**config.mk**
```make
export PLATFORM = sky130hd
export DESIGN_NAME = fetch_sequencer
export DESIGN_NICKNAME = d
export VERILOG_FILES = /design/src/rtl/fetch_sequencer_pkg.sv /design/src/rtl/fetch_ch_select.sv /design/src/rtl/fetch_sequencer.sv
export SDC_FILE = /design/constraint.sdc
export NUM_CORES = 1
export LEC_CHECK = 0
export CAP_MARGIN = 20
export CELL_PAD_IN_SITES_DETAIL_PLACEMENT = 1
export CELL_PAD_IN_SITES_GLOBAL_PLACEMENT = 1
export CORE_MARGIN = 2
export CORE_UTILIZATION = 39
export CTS_CLUSTER_DIAMETER = 150
export DETAILED_ROUTE_END_ITERATION = 8
export PLACE_DENSITY = 0.91
export SLEW_MARGIN = 40
export SYNTH_ARGS = -nofsm -noshare
export SYNTH_HDL_FRONTEND = slang
export SYNTH_SLANG_ARGS = --single-unit
```
**constraint.sdc**
```tcl
create_clock -name i_clk -period 4.6 [get_ports i_clk]
set_input_delay 0.92 -clock i_clk [delete_from_list [all_inputs] [get_ports i_clk]]
set_output_delay 0.92 -clock i_clk [all_outputs]
set_load 0.02 [all_outputs]
```
**src/rtl/fetch_sequencer_pkg.sv**
```systemverilog
// Shared definitions for the fetch sequencer: FSM state encoding, default
// parameter values and a width helper for channel indices.
package fetch_sequencer_pkg;

  localparam int DEF_NUM_CH   = 3;
  localparam int DEF_SDRAM_AW = 19;
  localparam int DEF_RAM_AW   = 12;
  localparam int DEF_TIMEOUT  = 1023;

  typedef enum logic [2:0] {
    S_IDLE  = 3'd0,
    S_ISSUE = 3'd1,
    S_WAIT  = 3'd2,
    S_WRITE = 3'd3,
    S_NEXT  = 3'd4,
    S_DONE  = 3'd5
  } state_t;

  // Channel index width; a single channel still needs one bit of storage.
  function automatic int ch_width(input int n);
    return (n > 1) ? $clog2(n) : 1;
  endfunction

endpackage

```
**src/rtl/fetch_ch_select.sv**
```systemverilog
// Channel selector for the fetch sequencer.
// Returns the lowest enabled channel (from_start=1) or the lowest enabled
// channel strictly above 'cur' (from_start=0). 'none' flags that no such
// channel exists.
// Ports:
//   mask        in   NUM_CH   channel enable mask
//   from_start  in   1        search from channel 0 instead of above cur
//   cur         in   CW       current channel
//   next_ch     out  CW       selected channel (0 when none)
//   none        out  1        no qualifying channel
module fetch_ch_select
  import fetch_sequencer_pkg::*;
#(
  parameter int NUM_CH = DEF_NUM_CH,
  parameter int CW     = ch_width(NUM_CH)
) (
  input  logic [NUM_CH-1:0] mask,
  input  logic              from_start,
  input  logic [CW-1:0]     cur,
  output logic [CW-1:0]     next_ch,
  output logic              none
);

  // Scanning downward lets the lowest qualifying channel overwrite any
  // higher one, giving lowest-index priority.
  always_comb begin
    next_ch = '0;
    none    = 1'b1;
    for (int k = NUM_CH - 1; k >= 0; k--) begin
      if (mask[k] && (from_start || (k > int'(cur)))) begin
        next_ch = CW'(k);
        none    = 1'b0;
      end
    end
  end

endmodule

```
**src/rtl/fetch_sequencer.sv**
```systemverilog
// Multi-channel SDRAM-to-BRAM fetch sequencer.
// For each word index, reads one word per enabled channel from SDRAM at
// base[ch]+index and then strobes that channel's RAM write.
// Ports:
//   i_clk, i_reset      clock, asynchronous active-high reset
//   i_start             job start pulse (IDLE only)
//   i_abort             abandon current job
//   i_length            words per channel, latched at start
//   i_chEnable          channel mask, latched at start
//   i_baseAddr          flattened per-channel SDRAM bases, latched at start
//   i_sdramReady        read data valid (WAIT only)
//   o_rdSdram           one-cycle read request
//   o_addrToSdram       read address
//   o_wrRam             one-hot RAM write strobe
//   o_addrToRam         current word index
//   o_busy              job in progress
//   o_finish            normal completion pulse
//   o_error             SDRAM wait timeout pulse
module fetch_sequencer
  import fetch_sequencer_pkg::*;
#(
  parameter int NUM_CH   = DEF_NUM_CH,
  parameter int SDRAM_AW = DEF_SDRAM_AW,
  parameter int RAM_AW   = DEF_RAM_AW,
  parameter int TIMEOUT  = DEF_TIMEOUT
) (
  input  logic                       i_clk,
  input  logic                       i_reset,
  input  logic                       i_start,
  input  logic                       i_abort,
  input  logic [RAM_AW:0]            i_length,
  input  logic [NUM_CH-1:0]          i_chEnable,
  input  logic [NUM_CH*SDRAM_AW-1:0] i_baseAddr,
  input  logic                       i_sdramReady,
  output logic                       o_rdSdram,
  output logic [SDRAM_AW-1:0]        o_addrToSdram,
  output logic [NUM_CH-1:0]          o_wrRam,
  output logic [RAM_AW-1:0]          o_addrToRam,
  output logic                       o_busy,
  output logic                       o_finish,
  output logic                       o_error
);

  localparam int CW = ch_width(NUM_CH);
  localparam int TW = (TIMEOUT > 0) ? $clog2(TIMEOUT + 1) : 1;

  state_t                           state, state_d;
  logic [RAM_AW:0]                  index;
  logic [RAM_AW:0]                  len_q;
  logic [CW-1:0]                    ch;
  logic [NUM_CH-1:0]                mask_q;
  logic [NUM_CH-1:0][SDRAM_AW-1:0]  base_q;
  logic [TW-1:0]                    wait_cnt;
  logic                             error_q, error_d;

  logic [NUM_CH-1:0]                sel_mask;
  logic                             sel_from_start;
  logic [CW-1:0]                    sel_ch;
  logic                             sel_none;
  logic                             timeout_hit;
  logic                             last_index;

  // One selector serves all three lookups: lowest enabled channel of the
  // incoming mask at start, next channel above the current one after a
  // write, and lowest latched channel when moving to the next index.
  assign sel_mask       = (state == S_IDLE) ? i_chEnable : mask_q;
  assign sel_from_start = (state != S_WRITE);

  fetch_ch_select #(
    .NUM_CH (NUM_CH),
    .CW     (CW)
  ) u_ch_select (
    .mask       (sel_mask),
    .from_start (sel_from_start),
    .cur        (ch),
    .next_ch    (sel_ch),
    .none       (sel_none)
  );

  // The counter holds completed WAIT cycles, so matching TIMEOUT-1 during a
  // WAIT cycle means this is the TIMEOUT-th cycle spent waiting.
  assign timeout_hit = (TIMEOUT != 0) && (wait_cnt == TW'(TIMEOUT - 1));
  assign last_index  = (index == (len_q - 1'b1));

  // Next-state decode. Abort overrides everything outside IDLE; in WAIT a
  // ready beats a coincident timeout.
  always_comb begin
    state_d = state;
    error_d = 1'b0;
    if ((state != S_IDLE) && i_abort) begin
      state_d = S_IDLE;
    end else begin
      case (state)
        S_IDLE: begin
          if (i_start) begin
            state_d = ((i_length != '0) && (i_chEnable != '0)) ? S_ISSUE : S_DONE;
          end
        end
        S_ISSUE: state_d = S_WAIT;
        S_WAIT: begin
          if (i_sdramReady) begin
            state_d = S_WRITE;
          end else if (timeout_hit) begin
            state_d = S_IDLE;
            error_d = 1'b1;
          end
        end
        S_WRITE: state_d = sel_none ? S_NEXT : S_ISSUE;
        S_NEXT:  state_d = last_index ? S_DONE : S_ISSUE;
        S_DONE:  state_d = S_IDLE;
        default: state_d = S_IDLE;
      endcase
    end
  end

  // State register plus the job datapath. Job parameters are captured only
  // on an accepted start so later input changes cannot disturb a job.
  always_ff @(posedge i_clk or posedge i_reset) begin
    if (i_reset) begin
      state    <= S_IDLE;
      error_q  <= 1'b0;
      index    <= '0;
      len_q    <= '0;
      ch       <= '0;
      mask_q   <= '0;
      base_q   <= '0;
      wait_cnt <= '0;
    end else begin
      state   <= state_d;
      error_q <= error_d;
      case (state)
        S_IDLE: begin
          if (i_start) begin
            len_q  <= i_length;
            mask_q <= i_chEnable;
            base_q <= i_baseAddr;
            index  <= '0;
            ch     <= sel_ch;
          end
        end
        S_ISSUE: wait_cnt <= '0;
        S_WAIT: begin
          if (TIMEOUT != 0) begin
            wait_cnt <= wait_cnt + 1'b1;
          end
        end
        S_WRITE: begin
          if (!sel_none) begin
            ch <= sel_ch;
          end
        end
        S_NEXT: begin
          index <= index + 1'b1;
          ch    <= sel_ch;
        end
        default: ;
      endcase
    end
  end

  // Moore outputs decoded purely from registered state.
  assign o_rdSdram     = (state == S_ISSUE);
  assign o_addrToSdram = base_q[ch] + SDRAM_AW'(index);
  assign o_wrRam       = (state == S_WRITE) ? (NUM_CH'(1) << ch) : '0;
  assign o_addrToRam   = index[RAM_AW-1:0];
  assign o_busy        = (state != S_IDLE);
  assign o_finish      = (state == S_DONE);
  assign o_error       = error_q;

endmodule
```
Yosys cells after proc, flatten, opt, wreduce, memory -nomap -nowiden
Cells that the tools add are included.
Word-level totals
  bits in registers: 102
  output and inout port bits: 38
  word-level logic and storage cells: 76
Cells by class
  add/sub/neg operators: 4
  order comparisons: 3
  equal/unequal tests: 12
  shift-type cells: 1
  muxes and demuxes: 28
  reductions and logical operators: 18
Operators by type and width (count)
  19-bit binary-select mux with 2-bit select: 1
  3-bit 2-to-1 mux: 9
  13-bit one-hot mux with 2 select lines: 1
  10-bit one-hot mux with 2 select lines: 1
  19-bit by 13-bit adder with 19-bit output: 1
  19-bit 2-to-1 mux: 1
  3-bit one-hot mux with 5 select lines: 1
  13-bit by 1-bit adder with 13-bit output (second input constant): 1
  13-bit == test: 1
  13-bit 2-to-1 mux: 1
  13-bit nonzero test: 1
  13-bit by 1-bit subtractor with 13-bit output (second input constant): 1
  10-bit by 1-bit adder with 10-bit output (second input constant): 1
  10-bit == test (second input constant): 1
  2-bit 2-to-1 mux: 5
  3-bit nonzero test: 3
  1-bit 2-to-1 mux: 7
  3-bit by 2-bit == test with 1-bit output (second input constant): 2
  3-bit == test (second input constant): 2
  3-bit by 2-bit != test with 1-bit output (second input constant): 2
  2-bit one-hot mux with 3 select lines: 1
  2-bit AND reduction: 3
  1-bit logical AND: 5
  2-bit != test (second input constant): 2
  other kinds (10): 12

Longest topological paths before layout
Gate-level depths: netlist of the first run.
  depth after elaboration: 9
  depth in mapped cells: 14
  gate-level depth less buffers: 12

Hierarchy
Synthesis of the first run repeated with hierarchy kept, for this count alone.
Second synthesis, totals
  cell total of the unflattened synthesis: 734
  area total of the unflattened synthesis: 5978.2 um2
By module, submodules not included
  fetch_sequencer: times used 1, cells each 723, area each 5905.7 um2, seq. area each 2552.4 um2
  fetch_ch_select: times used 1, cells each 11, area each 72.6 um2, seq. area each 0.0 um2

Worst setup path before layout of the first run
OpenSTA, ideal clock, no wires.
  path kind: register to output
  start point: reg ch[1]
  end point: out o_addrToSdram[16]
  data arrival time: 3.057 ns
  path slack: 0.623 ns
  stages on the path, launching flop included: 13
  buffers on the path: 3
  path through: dfrtp_1 -> buf_2 -> buf_2 -> buf_1 -> mux2i_1 -> o21ai_0 -> ha_1 -> o21ai_0 -> a211oi_1 -> o21ai_0 -> a21boi_0 -> nand3_1 -> xnor2_1
Between the ends
  word-level cells in the longest chain between the ends: 3
Ends and longest elaborated chain
  from (decl): RTL line fetch_sequencer.sv:50  | logic [CW-1:0] ch;
  from (signal assigned): RTL line fetch_sequencer.sv:138  | ch <= sel_ch;
  from (signal assigned): RTL line fetch_sequencer.sv:149  | ch <= sel_ch;
  from (signal assigned): RTL line fetch_sequencer.sv:154  | ch <= sel_ch;
  19-bit binary-select mux with 2-bit select: RTL line fetch_sequencer.sv:163  | assign o_addrToSdram = base_q[ch] + SDRAM_AW'(index);
  19-bit 2-to-1 mux (implied by the code): RTL line fetch_sequencer.sv:163
  19-bit by 13-bit adder with 19-bit output: RTL line fetch_sequencer.sv:163
  to (decl): RTL line fetch_sequencer.sv:36  | output logic [SDRAM_AW-1:0] o_addrToSdram,
Every way passes these cells. The select of a mux whose other input is x is not followed.

Final worst setup path of the first run
  start point: reg ch[1]
  end point: out o_addrToSdram[13]
Same word-level chain as after synthesis.

==> key figures, run 1 <==
CTS
  • Clock sink total: 102
  • Clk_lat worst skew: 0.36 ns
  • Worst-path clk slew: 0.07 ns
  • CTS Buffer Depth: 2
  • H-tree Lvls: 3
  • Cts hold-fix bufs: 0
  • CTS buffer count: 9
  • Clock root buffer: clkbuf_16
  • CTS tree: built

Pwr
  • Max VDD drop: 0.4143 mV
  • Pwr dens: 608.1 nW/um^2
  • Leak: 3.496 nW
  • Total Power: 4.556 mW

Timing
  • Fin. max-slew vios: 0
  • Fin crit share: 95.85%
  • Slew headroom: 56.31%
  • Final WS setup: 0.1911 ns
  • TNS Setup: 0 ns
  • Least-Margin Pin Slew: 0.6554 ns
  • Unrepaired setup endpoints after global routing: no
  • Fmax: 0.2268 GHz
  • Final hold viol count: 0
  • Final setup vio count: 0
  • Period minus WS final: 4.409 ns
  • Worst Skew: 0.008040 ns

Detailed routing
  • Residual DRC: 0
  • Vias per cell: 5.450
  • Via Count: 5494
  • Drt first pass iters: 8
  • 1st-iter DRT viols: 334
  • Post-Route WL: 18.84 mm
  • Wire per inst: 18.69 um
  • Antenna Violating Nets Remaining: 0

Yosys
  • Mapped Cells: 721
  • Sequential area share after synthesis: 43.22%
  • Seq cells post-synth: 102
  • FFs w/ async S/R, synth: 100.0%
  • Netlist cell types: 56
  • Syn avg cell area: 8.191 sq um
  • Mapped Nets: 817
  • Yosys warns: 0
  • EDFF count, synth: 0
  • Mapped cell area: 5906 sq um
  • Main synth FF type: dfrtp_1

Global routing
  • First-pass GRT wire length: 30.44 mm
  • Vias in the first global route: 5829
  • Maximum number of pins on one net before global-route repair: 79
  • GRT met3 Usage: 3.308%
  • Grt peak-use layer: met2
  • Met1 Use GR: 30.68%
  • Antenna violations before repair: 1
  • Total grt overflow: 0
  • All-Layer GR Usage: 23.91%
  • Met2 usage: 41.68%

Critical path
  • Critical path fanouts, max: 11
  • Max incr delay on CP: 0.64 ns
  • Worst path bufs/invs: 3
  • Kind of critical path: flip-flop to output pin
  • Top Family by Delay on Critical Path: buffers and inverters
  • WP data arrival: 3.49 ns
  • Critical-path cell list: buf_6 -> mux2i_1 -> nor2_1 -> a21oi_2 -> inv_1 -> ha_1 -> a211oi_2 -> o211ai_1 -> a21oi_2 -> nor2_1 -> nor2_1 -> clkdlybuf4s50_1
  • Top cell by count, worst path: nor2_1
  • Critical Path Sink Type: output pin
  • CP startpoint kind: flip-flop
  • CP max stage cell: clkdlybuf4s50_1
  • WP data required: 3.68 ns

Die
  • Core area: 14640 sq um
  • Row cnt: 44
  • Die area: 16140 sq um
  • Initial Util: 40.33%
  • Die Height: 127.1 um
  • # IOs: 116
  • Die Wd: 127.1 um

Placed design
  • Final GP Congestion: 0.8359
  • DP HPWL: 13.71 mm
  • Area after DPL: 7173 sq um
  • Pre-CTS worst setup slack: 0.3296 ns
  • Port bufs: 115

Final layout
  • Ratio of cells with drive above 1 in the final layout: 5.711%
  • P&R area growth vs syn: 26.86%
  • Area of the multi-input gates: 3115 sq um
  • Reg area: 2552 sq um
  • Final instance area: 7492 sq um
  • Fillers: 1772
  • Nets@finish: 914

Outcome
  • Status: completed

Min path
  • Hold Path Class: flip-flop to flip-flop

Job
  • Max-Cap Viols: 0
## what timing repair did
item | 4_1_cts | 5_1_grt
resized for setup | 7 | 9
buffers inserted | 0 | 0
cloned | 0 | 0
setup endpoints to repair | 8 | 7
## flip-flops by register name, indices dropped and copies added, names as in the netlist
| signal | cells |
|---|---|
| mask_q | 3 |
| len_q | 13 |
| o_error | 1 |
| state | 3 |
| base_q | 57 |
| index | 13 |
| wait_cnt | 10 |
| ch | 2 |
## synth_stat cells (2+ instances only)
master	number	area, sq um
o211ai_1	8	60.06
nor4_1	4	25.02
xnor2_1	22	192.7
nand2_1	274	1028
and3_1	4	25.02
nor3b_1	3	22.52
o21ai_0	53	265.3
or2_2	3	18.77
a21boi_0	3	22.52
nor3_1	8	40.04
a21oi_1	17	85.08
buf_1	2	7.510
a211oi_1	4	30.03
xor2_1	13	113.9
a31oi_1	3	18.77
a21o_1	2	15.01
and2_1	2	12.51
o31ai_1	6	45.04
nand4_1	9	56.30
inv_1	13	48.80
o21a_1	2	15.01
dfrtp_1	102	2552
nor2b_1	5	31.28
ha_1	17	212.7
mux2i_1	26	260.3
nor2_1	24	90.09
clkbuf_1	17	63.81
nand2b_1	3	18.77
buf_2	9	45.04
nand3_1	24	120.1
and4_1	2	17.52
and2b_1	2	15.01
buf_4	12	90.09
## cells in the final DEF (no fill, tap or decap), types with 3 or more instances in the layout
master,count
nand2_1,273
clkdlybuf4s50_1,108
dfrtp_1,102
o21ai_0,52
mux2i_1,26
nand3_1,24
nor2_1,24
xnor2_1,22
ha_1,17
a21oi_1,15
xor2_1,13
inv_1,12
buf_4,10
nand4_1,9
clkbuf_16,9
nor3_1,8
o211ai_1,8
o31ai_1,6
and3_1,4
nor2b_1,4
nor4_1,4
or2_2,3
nor3b_1,3
a21boi_0,3
a31oi_1,3
a211oi_1,3
nand2b_1,3
dlymetal6s2s_1,3
dlygate4sd2_1,3
## final timing paths
kind                                       start                      to  slack [ns]  depth (start not counted)
max in group asynchronous                i_reset  base_q[41]$_DFFE_PP0P_        2.80                          3
min in group asynchronous                i_reset  base_q[14]$_DFFE_PP0P_        1.04                          2
setup reg to reg            state[0]$_DFFE_PP0P_       ch[0]$_DFFE_PP0P_        2.13                          7
hold reg to reg            mask_q[1]$_DFFE_PP0P_   mask_q[1]$_DFFE_PP0P_        0.48                          2
setup / recovery               ch[1]$_DFFE_PP0P_       o_addrToSdram[13]        0.19                         12
hold / removal             mask_q[1]$_DFFE_PP0P_   mask_q[1]$_DFFE_PP0P_        0.48                          2
## routing by layer
metal  vias to the layer above  part of all wire, %  routed length, um
met5                         -                    0                  0
met4                         0                  2.4                444
met3                        28                  3.4                642
met2                       129                   51               9524
met1                      2741                   44               8228
li1                       2596                    -                  -
## tightest hold or removal path, delay by kind of cell, from the launching register on
family | cells | cell delay [ns]
flip-flops | 1 | 0.34
AND/OR/NAND/NOR | 2 | 0.11
## power by group
group	leakage (nW)	switching, mW	total [mW]	internal, mW
Sequential	1.30	0.291	1.52	1.23
Combinational	2.05	1.37	2.27	0.902
Clock	0.138	0.362	0.758	0.396
## metrics by stage
stage	utilization, %	hold WS, ns	instances
global route	51.16	0.5091	1008
floorplan	-	0.4372	721
global placement	48.97	0.4574	991
finish	51.16	0.4775	1008
detailed placement	48.98	0.4644	991
CTS	50.97	0.4841	1007
## cells by family (layout without fill, tap and decap cells)
group | after synthesis | after routing | share of synthesized area, %
AO/OA/AOI/OAI | 109 | 109 | 11.63
flip-flops | 102 | 102 | 43.22
XOR/XNOR | 35 | 35 | 5.191
buffers and inverters | 55 | 157 | 4.576
adder cells (fa/ha/maj) | 18 | 18 | 3.941
other | 0 | 1 | 0
AND/OR/NAND/NOR | 375 | 375 | 26.84
multiplexers | 27 | 27 | 4.597
## layout make-up
class | count | area share [%]
multi-input combinational | 564 | 41.58
sequential | 102 | 34.07
timing repair buffer | 127 | 16.65
clock buffer | 11 | 3.373
tap | 184 | 3.073
inverter | 14 | 0.7682
clock inverter | 5 | 0.4509
antenna | 1 | 0.03340
Power figures use the tool's default switching activity.
==> run 2, diff against run 1 <==
--- a/config.mk
+++ b/config.mk
@@ -8,11 +8,10 @@
 export CAP_MARGIN = 20
 export CELL_PAD_IN_SITES_DETAIL_PLACEMENT = 1
 export CELL_PAD_IN_SITES_GLOBAL_PLACEMENT = 1
-export CORE_MARGIN = 2
-export CORE_UTILIZATION = 39
+export CORE_UTILIZATION = 35
 export CTS_CLUSTER_DIAMETER = 150
 export DETAILED_ROUTE_END_ITERATION = 8
-export PLACE_DENSITY = 0.91
+export PLACE_DENSITY = 0.87
 export SLEW_MARGIN = 40
 export SYNTH_ARGS = -nofsm -noshare
 export SYNTH_HDL_FRONTEND = slang
==> constraint.sdc (replaced) <==
create_clock -name i_clk -period 3.6 [get_ports i_clk]
set_input_delay 0.72 -clock i_clk [delete_from_list [all_inputs] [get_ports i_clk]]
set_output_delay 0.72 -clock i_clk [all_outputs]
set_load 0.02 [all_outputs]
==> run 2 against run 1 <==
The flow now finishes with violations (negative setup slack). Sequential share of layout area down 3.1 points. Setup slack worse by 0.50 ns. Combinational power up 59%. Clock-buffer cell count down 1. Core utilization down 1.3 points. First-iteration DRC count up 28%. Sequential power up 30%. Critical endpoint is now o_addrToSdram[16].
==> key figures, run 2 (synthesis results as in run 1) <==
Outcome
  • Status: finished with violations
  • Failing checks: negative setup slack

Pwr
  • Pwr dens: 803.6 nW/um^2 (+32%)
  • Leak: 3.844 nW (+9.9%)
  • Max VDD drop: 0.4622 mV (+12%)

Critical path
  • WP data required: 2.88 ns (-0.80 ns)
  • CP startpoint kind: flip-flop
  • Critical Path Sink Type: output pin
  • Kind of critical path: flip-flop to output pin
  • Reg2reg setup slack: 1.18 ns (-0.95 ns)
  • Critical path fanouts, max: 6 (-5)
  • WP data arrival: 3.19 ns (-0.30 ns)

Detailed routing
  • Vias per cell: 5.458 (+0.13%)
  • Wire per inst: 20.81 um (+11%)
  • Residual DRC: 0 (unchanged)
  • Antenna Violating Nets Remaining: 0 (unchanged)
  • Post-Route WL: 22.79 mm (+21%)
  • 1st-iter DRT viols: 429 (+28%)
  • Via Count: 5976 (+8.8%)
  • Drt first pass iters: 4 (-4)

CTS
  • CTS buffer count: 9 (unchanged)
  • CTS Buffer Depth: 2 (unchanged)
  • Clock sink total: 102 (unchanged)
  • Clock root buffer: clkbuf_16
  • H-tree Lvls: 3 (unchanged)
  • CTS tree: built
  • Worst-path clk slew: 0.07 ns (about the same)
  • Clk_lat worst skew: 0.37 ns (about the same)

Final layout
  • Non-filler cells, final: 1095 (+8.6%)
  • Final Util: 49.89% (-1.3 points)
  • P&R area growth vs syn: 39.60%
  • Biggest register: base_q
  • Commonest non-fill, non-tap cell in the layout: nand2_1
  • Ratio of cells with drive above 1 in the final layout: 18.40% (+13 points)
  • Largest regs: base_q (57), index (13), len_q (13)
  • Most frequent cells in the layout: 271 x nand2_1, 101 x dfrtp_1, 98 x clkdlybuf4s50_1, 67 x buf_4, 38 x o21ai_0
  • Number of inserted diodes: 0 (-1)
  • Nets@finish: 966 (+5.7%)
  • Fillers: 1894 (+6.9%)
  • Max reg flops: 57 (unchanged)

Timing
  • TNS Setup: -2.462 ns (-2.462 ns)
  • Fin. max-slew vios: 0 (unchanged)
  • Slew headroom: 52.06% (-4.3 points)
  • Unrepaired setup endpoints after global routing: yes
  • Period minus WS final: 3.909 ns
  • Least-Margin Pin Slew: 0.7165 ns (+0.06115 ns)
  • Final hold viol count: 0 (unchanged)
  • Fmax: 0.2558 GHz
  • Final setup vio count: 12 (+12)
  • Fin crit share: 108.6%
  • Worst Skew: 0.02026 ns (+0.01222 ns)
  • Final WS setup: -0.3089 ns (-0.5000 ns)
  • Hold_ws: 0.4770 ns (-0.0005350 ns)

Die
  • # IOs: 116 (unchanged)
  • Die Height: 131.9 um (+3.8%)
  • Initial Util: 35.74% (-4.6 points)
  • Die area: 17400 sq um (+7.8%)
  • Die Wd: 131.9 um (+3.8%)
  • Core area: 16520 sq um (+13%)
  • Row cnt: 47 (+6.8%)

Global routing
  • First-pass GRT wire length: 32.37 mm (+6.3%)
  • Vias in the first global route: 6167 (+5.8%)
  • Antenna violations before repair: 0 (-1)
  • Maximum number of pins on one net before global-route repair: 72 (-8.9%)
  • Total grt overflow: 0 (unchanged)
  • All-Layer GR Usage: 23.87% (-0.039 points)

Placed design
  • Dpl cells: 1066 (+7.6%)
  • Port bufs: 115 (unchanged)
  • Final GP Congestion: 0.8617 (+3.1%)
  • Pre-CTS worst setup slack: -0.3373 ns (-0.6669 ns)
  • DP HPWL: 14.50 mm (+5.7%)

Job
  • Max-Cap Viols: 0 (unchanged)

Min path
  • Hold Path Class: flip-flop to flip-flop
run 2: changes by cell type in the layout (fill, tap and decap cells not counted), moves of 4 or more:
cell | previous run | this run
a21oi_1 | 15 | 7
a21oi_2 | 2 | 8
buf_12 | 0 | 4
buf_4 | 10 | 67
clkdlybuf4s50_1 | 108 | 98
ha_1 | 17 | 12
mux2i_1 | 26 | 20
mux2i_4 | 0 | 4
nor2_1 | 24 | 20
o21ai_0 | 52 | 38
o21ai_1 | 1 | 7
o21ai_2 | 0 | 8
run 2: timing repair:
| item | CTS | global route |
|---|---|---|
| buffers inserted | 2 | 10 |
| cloned | 0 | 1 |
| pin swaps | 5 | 28 |
| gates resized for setup | 99 | 64 |
| setup endpoints to repair | 16 | 17 |
| hold buffers | 0 | 0 |
run 2: metrics by stage:
stage | instance area, sq um | power [mW]
6_report | 8244 | 6.625
5_1_grt | 8244 | 6.983
3_3_place_gp | 7569 | 4.929
3_5_place_dp | 7569 | 5.081
2_1_floorplan | 5922 | 3.763
4_1_cts | 7941 | 6.145
run 2: per-layer routing:
| layer | global-route usage (%) | wire [um] |
|---|---|---|
| met5 | 0 | 0 |
| met3 | 5.421 | 1161 |
| met1 | 29.26 | 9248 |
| met4 | 9.948 | 1114 |
| met2 | 40.42 | 11260 |
run 2: layout make-up:
type / instances / area, sq um / area share [%]
Clock buffer: 10 / 229.0 / 2.777
Clock inverter: 6 / 78.83 / 0.9561
Inverter: 14 / 55.05 / 0.6678
Multi-Input combinational cell: 564 / 3379 / 40.99
Sequential cell: 102 / 2554 / 30.98
Tap cell: 220 / 275.3 / 3.339
Timing Repair Buffer: 179 / 1673 / 20.29
run 2: worst paths after layout:
path,start,to,cells after the start
hold / removal,mask_q[1]$_DFFE_PP0P_,mask_q[1]$_DFFE_PP0P_,2
setup / recovery,ch[1]$_DFFE_PP0P_,o_addrToSdram[16],13
setup reg to reg,state[2]$_DFFE_PP0P_,index[7]$_DFFE_PP0P_,5
max in group asynchronous,i_reset,base_q[26]$_DFFE_PP0P_,3
min in group asynchronous,i_reset,base_q[35]$_DFFE_PP0P_,2
hold reg to reg,mask_q[1]$_DFFE_PP0P_,mask_q[1]$_DFFE_PP0P_,2
run 2: critical path, stage by stage (launching register included):
cell      delay (ns)
dfrtp_2         0.48
buf_12          0.17
buf_4           0.14
mux2i_1         0.27
o21ai_1         0.13
ha_1            0.41
nand2_1         0.15
a211oi_2        0.25
o21ai_2         0.10
a21boi_1        0.15
buf_4           0.16
nand3_2         0.08
xnor2_2         0.16
buf_4           0.17
run 2: where the power goes:
part           switching (mW)  internal (mW)  total [mW]
logic                    2.07           1.53        3.60
clock network           0.488          0.554        1.04
registers               0.407           1.58        1.98
